<file path="src/rtl/dac_wave_driver.sv">
// Dual-channel periodic waveform generator driving a parallel-input dual DAC bus.
// Define DAC_LDAC_SYNC_EN to add the LOAD state so both channels update together on LDAC.
module dac_wave_driver #(
    parameter int DATA_W   = 8,
    parameter int BASE_DIV = 16,
    parameter int DIV_W    = 16
) (
    input  logic              Clk,
    input  logic              Rst,
    input  logic              En,
    input  logic [1:0]        Fsel,
    input  logic [2:0]        Fr,
    output logic [DATA_W-1:0] DB,
    output logic              CS,
    output logic              WR,
    output logic              AB,
    output logic              LDAC,
    output logic              CLR,
    output logic              PD,
    output logic              Ovr
);

    typedef enum logic [2:0] {
        S_IDLE,
        S_SETUP_A,
        S_STROBE_A,
        S_HOLD_A,
        S_SETUP_B,
        S_STROBE_B,
        S_HOLD_B
`ifdef DAC_LDAC_SYNC_EN
        , S_LOAD
`endif
    } state_t;

    state_t            state_q, state_d;
    logic [DIV_W-1:0]  div_q, div_d, period_m1;
    logic [2:0]        fr_q, fr_d;
    logic [DATA_W:0]   ph_q, ph_d, ph_nxt;
    logic [DATA_W-1:0] db_q, db_d, sampb_q, sampb_d, samp_a, samp_b;
    logic              ab_q, ab_d, ovr_q, ovr_d, pd_q, pd_d, clr_q;
    logic              tick, run_tick;
    logic              cs_c, wr_c, ldac_c;

    function automatic logic [DATA_W-1:0] wave_map(input logic [1:0] sel, input logic [DATA_W:0] p);
        logic [DATA_W-1:0] l;
        logic [DATA_W-1:0] r;
        logic              m;
        l = p[DATA_W-1:0];
        m = p[DATA_W];
        r = '0;
        case (sel)
            2'd0:    r = {DATA_W{m}};
            2'd1:    r = l;
            2'd2:    r = m ? ~l : l;
            default: r[DATA_W-1] = 1'b1;
        endcase
        return r;
    endfunction

    // Fr is only taken at reload, so the running period never changes length mid-count.
    assign period_m1 = (DIV_W'(BASE_DIV) << fr_q) - DIV_W'(1);
    assign tick      = (div_q == period_m1);
    assign run_tick  = tick & En;
    assign ph_nxt    = ph_q + (DATA_W+1)'(1);
    assign samp_a    = wave_map(Fsel, ph_nxt);
    assign samp_b    = wave_map(Fsel, {~ph_nxt[DATA_W], ph_nxt[DATA_W-1:0]});

    always_comb begin
        div_d = tick ? '0 : div_q + DIV_W'(1);
        fr_d  = tick ? Fr : fr_q;
    end

    always_comb begin
        state_d = state_q;
        db_d    = db_q;
        ab_d    = ab_q;
        sampb_d = sampb_q;
        ovr_d   = ovr_q;
        pd_d    = pd_q;
        ph_d    = run_tick ? ph_nxt : ph_q;
        cs_c    = 1'b1;
        wr_c    = 1'b1;
`ifdef DAC_LDAC_SYNC_EN
        ldac_c  = 1'b1;
`else
        ldac_c  = 1'b0;
`endif
        case (state_q)
            S_IDLE: begin
                if (run_tick) begin
                    state_d = S_SETUP_A;
                    db_d    = samp_a;
                    ab_d    = 1'b0;
                    sampb_d = samp_b;
                end
            end
            S_SETUP_A:  begin cs_c = 1'b0; state_d = S_STROBE_A; end
            S_STROBE_A: begin cs_c = 1'b0; wr_c = 1'b0; state_d = S_HOLD_A; end
            S_HOLD_A: begin
                cs_c    = 1'b0;
                state_d = S_SETUP_B;
                db_d    = sampb_q;
                ab_d    = 1'b1;
            end
            S_SETUP_B:  begin cs_c = 1'b0; state_d = S_STROBE_B; end
            S_STROBE_B: begin cs_c = 1'b0; wr_c = 1'b0; state_d = S_HOLD_B; end
`ifdef DAC_LDAC_SYNC_EN
            S_HOLD_B:   begin cs_c = 1'b0; state_d = S_LOAD; end
            S_LOAD:     begin ldac_c = 1'b0; state_d = S_IDLE; end
`else
            S_HOLD_B:   begin cs_c = 1'b0; state_d = S_IDLE; end
`endif
            default:    state_d = S_IDLE;
        endcase
        // A tick landing mid-frame is dropped; the frame in flight keeps its snapshot.
        if (run_tick && (state_q != S_IDLE)) ovr_d = 1'b1;
        if (En) pd_d = 1'b1;
        else if (state_q == S_IDLE) pd_d = 1'b0;
    end

    always_ff @(posedge Clk or posedge Rst) begin
        if (Rst) begin
            state_q <= S_IDLE;
            div_q   <= '0;
            fr_q    <= '0;
            ph_q    <= '0;
            db_q    <= '0;
            sampb_q <= '0;
            ab_q    <= 1'b0;
            ovr_q   <= 1'b0;
            pd_q    <= 1'b1;
            clr_q   <= 1'b0;
        end else begin
            state_q <= state_d;
            div_q   <= div_d;
            fr_q    <= fr_d;
            ph_q    <= ph_d;
            db_q    <= db_d;
            sampb_q <= sampb_d;
            ab_q    <= ab_d;
            ovr_q   <= ovr_d;
            pd_q    <= pd_d;
            clr_q   <= 1'b1;
        end
    end

    assign DB   = db_q;
    assign AB   = ab_q;
    assign CS   = cs_c;
    assign WR   = wr_c;
    assign LDAC = ldac_c;
    assign CLR  = clr_q;
    assign PD   = En | pd_q;
    assign Ovr  = ovr_q;

endmodule

</file>
<file path="config.mk">
export PLATFORM = sky130hd
export DESIGN_NAME = dac_wave_driver
export DESIGN_NICKNAME = d
export VERILOG_FILES = /design/src/rtl/dac_wave_driver.sv
export SDC_FILE = /design/constraint.sdc
export NUM_CORES = 1
export LEC_CHECK = 0
export BUFFER_PORTS_ARGS = -buffer_cell sky130_fd_sc_hd__buf_2
export CORE_UTILIZATION = 62
export CTS_BUF_LIST = sky130_fd_sc_hd__clkbuf_4 sky130_fd_sc_hd__clkbuf_8
export CTS_CLUSTER_SIZE = 16
export DETAILED_ROUTE_END_ITERATION = 12
export GPL_ROUTABILITY_DRIVEN = 0
export HOLD_SLACK_MARGIN = 0.12
export PLACE_DENSITY = 0.82
export SETUP_SLACK_MARGIN = 0.1
export SYNTH_ARGS = -nofsm -noshare
export SYNTH_HDL_FRONTEND = slang
export SYNTH_SLANG_ARGS = --single-unit
</file>
<file path="constraint.sdc">
create_clock -name Clk -period 2.9 [get_ports Clk]
set_input_delay 0 -clock Clk [delete_from_list [all_inputs] [get_ports Clk]]
set_output_delay 0 -clock Clk [all_outputs]
set_load 0.02 [all_outputs]
</file>
==> results of run 1 <==
[placed cells by master (no fill, tap or decap), types with 7 or more instances in the layout]
| cell type | netlist | layout |
|---|---|---|
| xor2_1 | 13 | 13 |
| xnor2_1 | 24 | 24 |
| nand2_1 | 34 | 34 |
| nor3_1 | 8 | 7 |
| dfrtp_1 | 50 | 49 |
| mux2_4 | 7 | 7 |
| buf_2 | 7 | 21 |
| inv_1 | 17 | 16 |
| and3_1 | 8 | 8 |
| nor2_1 | 28 | 28 |
| buf_4 | 2 | 9 |
| a21oi_1 | 8 | 8 |
| nand3_1 | 17 | 17 |
| o21ai_0 | 8 | 8 |
[flip-flops by register name, indices dropped and copies added (netlist names)]
register / flops
AB: 1
sampb_q: 8
CLR: 1
DB: 8
ph_q: 9
Ovr: 1
fr_q: 3
state_q: 3
pd_q: 1
div_q: 16
[worst min-delay path: stages]
cell,delay (ns)
buf_2,0.18
o22ai_1,0.13
mux2_4,0.16
[metrics by stage]
| stage | setup slack [ns] | hold slack, ns |
|---|---|---|
| finish | 0.282 | 0.202 |
| global route | 0.107 | 0.231 |
| CTS | 0.142 | 0.199 |
| global placement | 0.303 | 0.224 |
| floorplan | 0.399 | 0.135 |
| detailed placement | 0.167 | 0.225 |
[worst paths after layout]
kind / slack (ns) / depth (start not counted) / start / endpoint
worst max-delay path: 0.28 / 10 / fr_q[1] / ph_q[7]
worst min-delay path: 0.20 / 3 / Fsel[1] / sampb_q[1]
worst max register to register: 0.28 / 10 / fr_q[1] / ph_q[7]
worst min register to register: 0.46 / 1 / div_q[0] / div_q[0]
max in group asynchronous: 1.71 / 3 / Rst / fr_q[1]
min in group asynchronous: 0.48 / 3 / Rst / state_q[1]
[final cells by class]
class | count | area, um^2 | area share, %
multi-input cells | 231 | 1540 | 47.3
clock buffers | 6 | 76.3 | 2.34
inverters | 17 | 63.8 | 1.96
flip-flops and latches | 51 | 1280 | 39.2
clock inverters | 2 | 12.5 | 0.384
repair buffers | 35 | 223 | 6.83
well taps | 52 | 65.1 | 2.00
[synth_stat cells (7+ instances only)]
library cell / number / share of area, %
dfrtp_1: 50 / 42
nand2_1: 34 / 4.3
nor2_1: 28 / 3.6
xnor2_1: 24 / 7.1
inv_1: 17 / 2.2
nand3_1: 17 / 2.9
xor2_1: 13 / 3.9
a21oi_1: 8 / 1.4
and3_1: 8 / 1.7
nor3_1: 8 / 1.4
o21ai_0: 8 / 1.4
buf_2: 7 / 1.2
mux2_4: 7 / 3.6
[what timing repair did]
| item | 4_1_cts | 5_1_grt |
|---|---|---|
| endpoints found under the setup margin | 0 | 32 |
| gates resized for setup | 0 | 3 |
| hold endpoints to repair | 64 | 0 |
| setup buffers | 0 | 4 |
| hold buffers | 5 | 0 |
[cell families after synthesis]
logic type	Yosys count	share of synthesized area [%]
xor+xnor	37	11.0
fa+ha+maj	3	1.27
other cells	2	0.254
simple gates	121	20.0
mux	16	6.86
flops	51	43.3
compound gates	52	12.3
buf+inv	34	5.13
[power by group through the flow]
stage / clock, uW / combinational, uW / sequential [uW]
final: 413 / 420 / 866
after global routing: 446 / 466 / 878
after CTS: 418 / 420 / 864
after detailed placement: 0 / 414 / 879
after global placement: 0 / 406 / 872
after floorplan: 0 / 269 / 903
[layer usage]
metal	up-vias	track usage (%)	share of wire, %
met5	-	0	0
met1	1102	34.5	46
li1	1130	-	-
met4	0	7.56	1.9
met3	17	4.42	5.2
met2	76	42.8	47
==> impl_metrics.tcl, run 1 <==
set metrics [dict create \
    switchingPower_uw 559 \
    crit_path_end_kind "flop" \
    path_cells "nor3_2 > inv_1 > ha_1 > nor2b_1 > o221a_1 > o32ai_2 > o21a_2 > buf_4 > nand4_1 > xnor2_1" \
    path_clk_slew_ns 0.10 \
    tightest_slew_ns 1.03 \
    outcome "complete, but fails checks" \
    grt_first_pass_wirelength_um 10200 \
    slowest_delay_ns 0.50 \
    vias_per_cell 5.90 \
    drt_iter0_drc 176 \
    rows 24 \
    hp-class "input port to flop" \
    finalClockSkew_ns 0.0137 \
    grt_max_degree 52 \
    io-pin-count 23 \
    finalSetupViolations 0 \
    async_flop_share_pct 100 \
    start_kind "flop" \
    clk_latency_ns 0.31 \
    p_total_uw 1700 \
    relSlewSlack_pct 31.1 \
    fp.dieW_um 71.0 \
    cts_tree "done" \
    postPlaceCellArea_mm2 0.00308 \
    grt_usage_pct 25.6 \
    h-tree-depth 2 \
    drc 2 \
    required_ns 3.08 \
    dp.cells 377 \
    synth_fp_nets 327 \
    final_area_mm2 0.00326 \
    antenna_found_initial 0 \
    dieArea_mm2 0.00504 \
    setup_tns_ns 0 \
    syn_inst 316 \
    die_h_um 71.0 \
    synth_edf_count 0 \
    critPathTopFamily "compound AO/OA/AOI/OAI gates" \
    hold_viol_final 0 \
    grt_overflow 0 \
    ys.flop_type "dfrtp_1" \
    cts-root-buf "clkbuf_8" \
    ant_nets 0 \
    vdd_drop_max_v 0.000289 \
    power_frac_seq_pct 51.0 \
    yosys_warnings 0 \
    clock_path_buffers 2 \
    critPathBufInv 2 \
    clkPwrFrac_pct 24.3 \
    dp_hpwl_um 4120 \
    power_switching_share_pct 32.9 \
    cts_buffers 5 \
    finalCritPeriodShare_pct 90.3 \
    diodes 0 \
    grt_setup_unrepaired "false" \
    failed_checks "DRC" \
    via_count 2325 \
    coreArea_mm2 0.00447 \
    p_int_uw 1140 \
    cp_slowest_cell "dfrtp_2" \
    report.final.slew_viol_count 0 \
    synth-seq-cells 51 \
    clock-sinks 51 \
    ys_types 57 \
    synth_area_mm2 0.00295 \
    power_density_mw_per_mm2 521 \
    avgSynthCellArea_um2 9.34 \
    combPwrFrac_pct 24.7 \
    initial_core_util_pct 66.0 \
    drive_gt1_share_pct 17.8 \
    arrival_ns 2.80 \
    grt_pass1_vias 2175 \
    io_buffers 21 \
    post-route-util_pct 72.8 \
    dr.pass1.iters 8 \
    wl_um 5940 \
    max_cap_viol_count 0 \
    fin_nets 352 \
    yosysSeqAreaShare_pct 43.3 \
    setup.worst_path.class "flop to flop" \
    cp_max_fo 10 \
    avgRoutedWirePerCell_um 15.1 \
    instances_no_fill 394 \
    final.min_clock_period_ns 2.62 \
    fmax_mhz 382 \
    fill_cells 323 \
    p_leak_uw 0.00144 \
    areaGrowthSynthToFinish_pct 10.4 \
]
Power figures use the tool's default switching activity.
==> run 2: changes to the inputs <==
- CTS_CLUSTER_DIAMETER: not set -> 30
- PLACE_DENSITY: 0.82 -> not set
- PLACE_DENSITY_LB_ADDON: not set -> 0.25
==> impl_metrics.tcl, run 2 (synthesis gave the netlist of run 1 again) <==
set metrics [dict create \
    finalCritPeriodShare_pct 89.8 \
    h-tree-depth 2 \
    mostFrequentLayoutCells "dfrtp_1 (50), nand2_1 (34), nor2_1 (28), xnor2_1 (24), buf_2 (21)" \
    initial_core_util_pct 66.0 \
    clock-sinks 51 \
    die_h_um 71.0 \
    areaGrowthSynthToFinish_pct 10.6 \
    grt_first_pass_wirelength_um 10400 \
    drt_iter0_drc 207 \
    final.min_clock_period_ns 2.60 \
    grt_usage_pct 26.6 \
    instances_no_fill 390 \
    reg2reg_slack_ns 0.30 \
    report.final.slew_viol_count 0 \
    diodes 0 \
    clock_path_buffers 2 \
    finalSetupViolations 0 \
    setup.worst_path.class "flop to flop" \
    vdd_drop_max_v 0.000387 \
    rr_worst_depth 9 \
    holdCritStartpoint "Fsel[0]" \
    largestRegisters "div_q x16, ph_q x9" \
    post-route-util_pct 73.0 \
    slowest_delay_ns 0.45 \
    io_buffers 21 \
    fmax_mhz 384 \
    hp-class "input port to flop" \
    tightest_slew_ns 1.03 \
    crit_path_end_kind "flop" \
    rr_startpoint "fr_q[2]" \
    coreArea_mm2 0.00447 \
    cts_setup_buffers 0 \
    critPathTopFamily "compound AO/OA/AOI/OAI gates" \
    cp_slowest_cell "dfrtp_1" \
    p_total_uw 1800 \
    drive_gt1_share_pct 16.6 \
    rows 24 \
    p_leak_uw 0.00143 \
    critPathBufInv 1 \
    dr.pass1.iters 8 \
    grt_overflow 0 \
    avgRoutedWirePerCell_um 15.4 \
    via_count 2299 \
    ant_nets 0 \
    drc 0 \
    wl_um 6010 \
    layout_commonest_cell "dfrtp_1" \
    cp_max_fo 16 \
    largest_register_ffs 16 \
    cts_tree "done" \
    fp.dieW_um 71.0 \
    start_kind "flop" \
    holdPathStages 3 \
    io-pin-count 23 \
    grt_max_degree 52 \
    required_ns 3.10 \
    power_density_mw_per_mm2 552 \
    top_register "div_q" \
    arrival_ns 2.81 \
    hold_viol_final 0 \
    grt_setup_unrepaired "false" \
    grt_pass1_vias 2196 \
    max_cap_viol_count 0 \
    finalClockSkew_ns 0.00393 \
    dieArea_mm2 0.00504 \
    antenna_found_initial 0 \
    cts-root-buf "clkbuf_8" \
    path_cells "nor3_2 > inv_1 > ha_1 > nor2b_1 > o221a_1 > o32ai_2 > o21a_4 > nand2_2 > mux2_1" \
    timing.rr.end "ph_q[1]" \
    relSlewSlack_pct 31.1 \
    clk_latency_ns 0.31 \
    fin_nets 348 \
    setup_tns_ns 0 \
    outcome "complete, no violations" \
    dp.cells 377 \
    path_clk_slew_ns 0.10 \
    cts_buffers 5 \
    dp_hpwl_um 4160 \
    vias_per_cell 5.89 \
    min_to "sampb_q[7]" \
]
run 2: per-layer routing:
metal	track usage, %	routed length [um]	vias to the layer above
li1	-	-	1121
met1	38.6	2860	1093
met2	40.7	2690	77
met3	4.56	375	8
met4	8.67	84	0
met5	0	0	-
run 2: power breakdown:
part	leakage, uW	internal, uW	switching, uW
Combinational	0.000711	169	258
Clock	0.0000548	260	256
Sequential	0.000663	793	67.5
run 2: worst max-delay path by stage:
| stage | slack (ns) | start | to | cells past startpoint |
|---|---|---|---|---|
| after floorplan | 0.40 | fr_q[2] | sampb_q[0] | 11 |
| after global placement | 0.25 | fr_q[2] | ph_q[1] | 9 |
| after detailed placement | 0.16 | fr_q[2] | ph_q[1] | 9 |
| after CTS | 0.13 | fr_q[2] | ph_q[1] | 9 |
| after global routing | 0.13 | fr_q[2] | DB[3] | 10 |
| final | 0.30 | fr_q[2] | ph_q[1] | 9 |
run 2: tightest hold or removal path: stages:
cell and delay, ns:
buf_2 0.19, o21ai_0 0.21, o21ai_1 0.06
run 2: cell type report:
class                   count  area [um^2]
clock buffers               5         68.8
repair buffers             31          196
inverters                  17         63.8
clock inverters             3         46.3
multi-input cells         231         1550
well taps                  52         65.1
flip-flops and latches     51         1280
fillers                   335         1210
run 2: metrics by stage:
step                worst slack (ns)  hold slack [ns]  instance area, um^2
finish                         0.295            0.175                 3260
global route                   0.135            0.202                 3260
CTS                            0.134            0.167                 3240
detailed placement             0.162            0.231                 3080
global placement               0.247            0.235                 3080
floorplan                      0.399            0.135                 2950
run 2: what timing repair did:
| item | in CTS | in global routing |
|---|---|---|
| endpoints found under the hold margin | 64 | 0 |
| hold buffers | 5 | 0 |
| endpoints found under the setup margin | 0 | 22 |
| resized for setup | 0 | 4 |
==> run 3: changes to the inputs <==
- CORE_UTILIZATION: 62 -> 56
- clock period: 2.9 -> 2.3 ns (I/O delays scaled with it)
==> impl_metrics.tcl, run 3 (synthesis gave the netlist of run 1 again) <==
set metrics [dict create \
    outcome "complete, but fails checks" \
    failed_checks "setup timing" \
    clk_latency_ns 0.31 \
    io-pin-count 23 \
    crit_path_end_kind "flop" \
    avgRoutedWirePerCell_um 15.1 \
    grt_first_pass_wirelength_um 10300 \
    hold_viol_final 0 \
    dp.cells 406 \
    wl_um 6370 \
    instances_no_fill 421 \
    path_clk_slew_ns 0.10 \
    drive_gt1_share_pct 26.5 \
    largestRegisters "div_q x16, ph_q x9" \
    dieArea_mm2 0.00557 \
    top_register "div_q" \
    final.min_clock_period_ns 2.41 \
    grt_overflow 0 \
    timing.hold.ws_ns 0.170 \
    initial_core_util_pct 57.8 \
    layout_setup_ws_ns -0.110 \
    largest_register_ffs 16 \
    cts_tree "done" \
    hp-class "input port to flop" \
    coreArea_mm2 0.00511 \
    layout_commonest_cell "dfrtp_1" \
    min_to "sampb_q[7]" \
    clock-sinks 51 \
    max_cap_viol_count 0 \
    cts_buffers 5 \
    setup.worst_path.class "flop to flop" \
    relSlewSlack_pct 49.1 \
    grt_usage_pct 25.0 \
    areaGrowthSynthToFinish_pct 19.9 \
    fin_nets 361 \
    cp_max_fo 7 \
    diodes 0 \
    post-place-ws_ns -0.0608 \
    rr_startpoint "fr_q[1]" \
    drc 0 \
    die_h_um 74.6 \
    start_kind "flop" \
    reg2reg_slack_ns -0.11 \
    fmax_mhz 415 \
    vias_per_cell 5.54 \
    rows 26 \
    required_ns 2.48 \
    p_total_uw 2340 \
    mostFrequentLayoutCells "dfrtp_1 (48), nand2_1 (34), nor2_1 (27), xnor2_1 (22), buf_2 (21)" \
    ant_nets 0 \
    dp_hpwl_um 4200 \
    fp.dieW_um 74.6 \
    grt_setup_unrepaired "true" \
    power_density_mw_per_mm2 661 \
    drt_iter0_drc 204 \
    via_count 2332 \
    post-route-util_pct 69.3 \
    grt_max_degree 38 \
    vdd_drop_max_v 0.000625 \
    arrival_ns 2.59 \
    finalSetupViolations 27 \
    finalCritPeriodShare_pct 105 \
    holdCritStartpoint "Fsel[0]" \
    antenna_found_initial 0 \
    rr_worst_depth 10 \
    grt_pass1_vias 2158 \
    clock_path_buffers 2 \
    tightest_slew_ns 0.763 \
    cts-root-buf "clkbuf_8" \
    holdPathStages 3 \
    finalClockSkew_ns 0.0172 \
    h-tree-depth 2 \
    io_buffers 21 \
    timing.rr.end "ph_q[7]" \
    report.final.slew_viol_count 0 \
    dr.pass1.iters 4 \
    p_leak_uw 0.00153 \
]
## run 3: changes by cell type in the layout (fill, tap and decap cells not counted), sizes merged
cell / delta
inv: -1
clkinvlp: -1
clkinv: +1
clkbuf: +1
buf: +13
## run 3: how the worst max path moves through the flow
stage | startpoint | to | slack [ns] | cells after the start
finish | fr_q[1] | ph_q[7] | -0.11 | 10
global route | fr_q[1] | ph_q[7] | -0.17 | 10
CTS | fr_q[1] | sampb_q[2] | -0.04 | 9
detailed placement | fr_q[2] | DB[1] | -0.06 | 11
global placement | fr_q[2] | sampb_q[6] | 0.006 | 10
floorplan | fr_q[0] | sampb_q[0] | -0.06 | 11
## run 3: what timing repair did
action,4_1_cts,5_1_grt
hold buffers,5,0
setup buffers,0,2
endpoints found under the hold margin,45,0
resized for setup,20,10
pin swaps,7,6
endpoints found under the setup margin,30,42
## run 3: area by class of cell
cell class,count,area (um^2)
Multi-Input combinational cell,231,1670
Fill cell,392,1570
Sequential cell,51,1280
Timing Repair Buffer,44,322
Tap cell,70,87.6
Clock buffer,6,82.6
Inverter,17,63.8
Clock inverter,2,35.0
## run 3: power breakdown
part | switching, uW | internal (uW)
combinational | 350 | 252
clock | 294 | 352
sequential | 92.1 | 1000
total | 736 | 1600
## run 3: through the flow
stage	instance area, um^2	TNS [ns]
global placement	3220	0
finish	3540	-1.62
floorplan	3010	-0.561
CTS	3480	-0.269
detailed placement	3220	-0.590
global route	3540	-3.42
## run 3: routing by layer
layer	vias to the layer above	track usage (%)	share of wire, %
li1	1153	-	-
met1	1116	34.5	48
met2	48	39.4	46
met3	15	4.69	3.3
met4	0	9.43	2.4
met5	-	0	0
## run 3: critical path: stages (launching register included)
cell and delay [ns]:
dfrtp_2 0.46, nor3_4 0.19, inv_2 0.07, ha_4 0.19
or3_4 0.41, a21oi_2 0.15, o21a_1 0.16, o21a_2 0.21
buf_6 0.16, nand4_1 0.11, xnor2_1 0.15
